[src/rtl/ascii_key_player.sv]
// ascii_key_player: replays ASCII key codes as timed presses on four key lines
module ascii_key_player #(
    parameter int HOLD_CYCLES  = 4,
    parameter int GAP_CYCLES   = 2,
    parameter bit ACCEPT_LOWER = 1'b1
) (
    input  logic       clk,
    input  logic       rst,
    input  logic [7:0] code_in,
    input  logic       code_valid,
    output logic       code_ready,
    output logic       key_a,
    output logic       key_b,
    output logic       key_c,
    output logic       key_d,
    output logic       busy,
    output logic       err,
    output logic [7:0] err_code
);
    localparam int MAX_CYCLES = (HOLD_CYCLES > GAP_CYCLES) ? HOLD_CYCLES : GAP_CYCLES;
    localparam int CW = $clog2(MAX_CYCLES + 1);

    typedef enum logic [1:0] {IDLE, PRESS, GAP} state_t;

    state_t        state, state_n;
    logic [CW-1:0] cnt, cnt_n;
    logic [3:0]    keys, keys_n;
    logic          accept, legal, upper, lower;

    assign code_ready = (state == IDLE) && !rst;
    assign accept     = code_valid && code_ready;
    assign upper      = (code_in >= 8'h41) && (code_in <= 8'h44);
    assign lower      = (code_in >= 8'h61) && (code_in <= 8'h64);
    assign legal      = upper || (ACCEPT_LOWER && lower);
    assign {key_d, key_c, key_b, key_a} = keys;

    // next-state: the low two code bits (1,2,3,0) select key a..d in both cases
    always_comb begin
        state_n = state;
        cnt_n   = cnt;
        keys_n  = keys;
        case (state)
            IDLE: if (accept && legal) begin
                state_n = PRESS;
                cnt_n   = CW'(HOLD_CYCLES);
                keys_n  = 4'b0001 << (code_in[1:0] - 2'd1);
            end
            PRESS: if (cnt == CW'(1)) begin
                state_n = (GAP_CYCLES == 0) ? IDLE : GAP;
                cnt_n   = CW'(GAP_CYCLES);
                keys_n  = '0;
            end else cnt_n = cnt - CW'(1);
            GAP: if (cnt == CW'(1)) begin
                state_n = IDLE;
                cnt_n   = '0;
            end else cnt_n = cnt - CW'(1);
            default: state_n = IDLE;
        endcase
    end

    // state, key lines and status registers; reset drops everything at once
    always_ff @(posedge clk or posedge rst) begin
        if (rst) begin
            state    <= IDLE;
            cnt      <= '0;
            keys     <= '0;
            busy     <= 1'b0;
            err      <= 1'b0;
            err_code <= 8'h00;
        end else begin
            state <= state_n;
            cnt   <= cnt_n;
            keys  <= keys_n;
            busy  <= (state_n != IDLE);
            err   <= accept && !legal;
            if (accept && !legal) err_code <= code_in;
        end
    end
endmodule

[config.mk]
export PLATFORM = sky130hd
export DESIGN_NAME = ascii_key_player
export DESIGN_NICKNAME = d
export VERILOG_FILES = /design/src/rtl/ascii_key_player.sv
export SDC_FILE = /design/constraint.sdc
export NUM_CORES = 1
export LEC_CHECK = 0
export BUFFER_PORTS_ARGS = -buffer_cell sky130_fd_sc_hd__buf_2
export CAP_MARGIN = 40
export CORE_MARGIN = 3
export CORE_UTILIZATION = 50
export DETAILED_ROUTE_END_ITERATION = 16
export PLACE_DENSITY = 0.76
export SLEW_MARGIN = 20
export SYNTH_ARGS = -nofsm -noshare
export SYNTH_HDL_FRONTEND = slang
export SYNTH_SLANG_ARGS = --single-unit
[constraint.sdc]
create_clock -name clk -period 2.2 [get_ports clk]
set_input_delay 0.33 -clock clk [delete_from_list [all_inputs] [get_ports clk]]
set_output_delay 0.33 -clock clk [all_outputs]
set_load 0.01 [all_outputs]
==> flow_metrics.env <==
export IMPL_status="completed"
export IMPL_end_kind="register"
export IMPL_syn_avg_cell_area_um2=12.6
export IMPL_fin_area_mm2=0.00116
export IMPL_cts_setup_buffers=0
export IMPL_power_density_mw_per_mm2=905
export IMPL_first_pass_iters=4
export IMPL_ys_ff_latch=19
export IMPL_wl_per_cell_um=14.1
export IMPL_fin_tns_setup_ns=0
export IMPL_worstPathCellList="inv_1 > ha_1 > nand3b_1 > nand4b_4 > a221oi_1 > o22ai_1"
export IMPL_die_w_um=50.1
export IMPL_final_common_cell="buf_2"
export IMPL_grt_first_pass_wirelength_um=3040
export IMPL_rows=15
export IMPL_synth_flop_cell="dfrtp_1"
export IMPL_period_needed_ns=1.97
export IMPL_post_cts_resized=0
export IMPL_clockRootBuffer="clkbuf_4"
export IMPL_tightest_slew_ns=0.689
export IMPL_antenna_found_initial=0
export IMPL_finish_utilization=0.649
export IMPL_num_vias=710
export IMPL_drc_errors=0
export IMPL_dp_cells=127
export IMPL_dieArea_mm2=0.00251
export IMPL_synthToLayoutAreaGrowth_pct=18.9
export IMPL_yosys_warnings=0
export IMPL_clk_pin_slew_worst_paths_ns=0.11
export IMPL_drive_above_1_share=0.406
export IMPL_critPathMaxFanout=8
export IMPL_synth_nets=94
export IMPL_initial_utilization=0.546
export IMPL_max_cap_violations=0
export IMPL_synth_cells=77
export IMPL_finalPower_mw=1.05
export IMPL_core_area_mm2=0.00178
export IMPL_antenna_cells=0
export IMPL_grt_pass1_vias=672
export IMPL_dpl_instance_area_mm2=0.00113
export IMPL_drtIter0Drc=8
export IMPL_vias_per_cell=5.42
export IMPL_rsz0062_at_grt="no"
export IMPL_required_ns=2.37
export IMPL_async_reset_ff_frac=1.00
export IMPL_hpwl_um=1430
export IMPL_ys_seq_area_frac=0.488
export IMPL_hold_path_class="in -> async"
export IMPL_leakagePower_nw=0.561
export IMPL_fin_nets=124
export IMPL_grt_max_degree=20
export IMPL_clk_path_buf_depth=2
export IMPL_critPathMaxStageDelay_ns=0.43
export IMPL_groute_usage_overall=0.164
export IMPL_cts_tree="done"
export IMPL_worstSetupStartpointType="register"
export IMPL_yosys_top_cells_area="dfrtp_1 (49%), mux2_2 (9.3%), ha_1 (7.7%)"
export IMPL_cp_arrival_ns=2.14
export IMPL_cts_sinks=19
export IMPL_ant_nets=0
export IMPL_die_height_um=50.1
export IMPL_gp_congestion=0.869
export IMPL_finalMaxSlewViolations=0
export IMPL_synth_edff_count=0
export IMPL_irDropWorstVdd_mv=0.461
export IMPL_max_freq_mhz=509
export IMPL_io_buffers=25
export IMPL_worst_path_buf_inv=1
export IMPL_clkLatencyLatePin_ns=0.30
export IMPL_synth_top_cell_by_area="dfrtp_1"
export IMPL_finalCritPeriodShare=0.893
export IMPL_synth_top_cell_area_share=0.488
export IMPL_setup_viol=0
export IMPL_grt_overflow=0
export IMPL_timing_max_slew_rel_slack=0.540
export IMPL_ios=26
export IMPL_crit_family="compound AO/OA/AOI/OAI gates"
export IMPL_hold_buffers=0
export IMPL_hold_violations=0
export IMPL_critical_path_class="reg -> reg"
export IMPL_cts_buffers=3
export IMPL_h_tree_depth=1
export IMPL_ys_types=29
export IMPL_skew_ns=0.00578
export IMPL_netlist_area_um2=973
export IMPL_totalWireLength_um=1850
export IMPL_worst_path_max_delay_cell="a221oi_1"
export IMPL_final_cell_count_no_fill=131
export IMPL_final_cell_mix="buf_2 (25), dfrtp_1 (19), mux2_2 (8)"
==> metal layers <==
metal	track usage	wire length (µm)
met5	0	0
met2	0.257	941
met4	0.0968	36
met1	0.202	774
met3	0.0393	95
==> path summary, 6_finish.rpt <==
check	from	endpoint	slack (ns)	cells past startpoint
worst max register to register	state[1]	busy	0.23	6
worst max-delay path	state[1]	busy	0.23	6
max in group asynchronous	rst	cnt[0]	1.63	2
worst min register to register	err_code[7]	err_code[7]	0.51	1
min in group clk	code_in[5]	err_code[5]	0.26	2
worst min-delay path	rst	err_code[6]	0.13	2
==> state kept, by name (all words and copies together), names as in the netlist <==
register  count
err           1
keys          4
cnt           3
state         2
busy          1
err_code      8
==> kinds of logic (layout without fill, tap and decap cells) <==
| kind of cell | Yosys count | in the layout | synth area share |
|---|---|---|---|
| flops | 19 | 19 | 0.488 |
| simple gates | 18 | 18 | 0.144 |
| compound gates | 17 | 17 | 0.150 |
| mux | 10 | 10 | 0.113 |
| buf+inv | 7 | 36 | 0.0270 |
| fa+ha+maj | 6 | 6 | 0.0771 |
==> power breakdown <==
part	internal (mW)	switching, mW
combinational	0.195	0.202
sequential	0.431	0.0415
clock	0.0679	0.110
==> cells in the mapped netlist, types with 2 or more instances <==
library cell	number
nand3b_1	2
nor2_1	4
nand2_1	2
nand2b_1	3
o21ai_0	2
mux2_2	8
inv_1	7
mux2i_1	2
dfrtp_1	19
ha_1	6
a32o_1	4
==> stage by stage <==
| stage | hold slack, ns | setup WS [ns] |
|---|---|---|
| 2_1_floorplan | 0.281 | 0.479 |
| 3_3_place_gp | 0.479 | 0.348 |
| 3_5_place_dp | 0.490 | 0.252 |
| 4_1_cts | 0.165 | 0.237 |
| 5_1_grt | 0.171 | 0.107 |
| 6_report | 0.133 | 0.235 |
==> area by class of cell <==
class / instances / area [µm²]
timing repair buffer: 25 / 125
clock inverter: 1 / 5.00
tap: 25 / 31.3
multi-input combinational: 51 / 472
inverter: 7 / 26.3
clock buffer: 3 / 22.5
fill: 151 / 626
sequential: 19 / 475
Note: power is estimated with default switching activity, not from simulation.
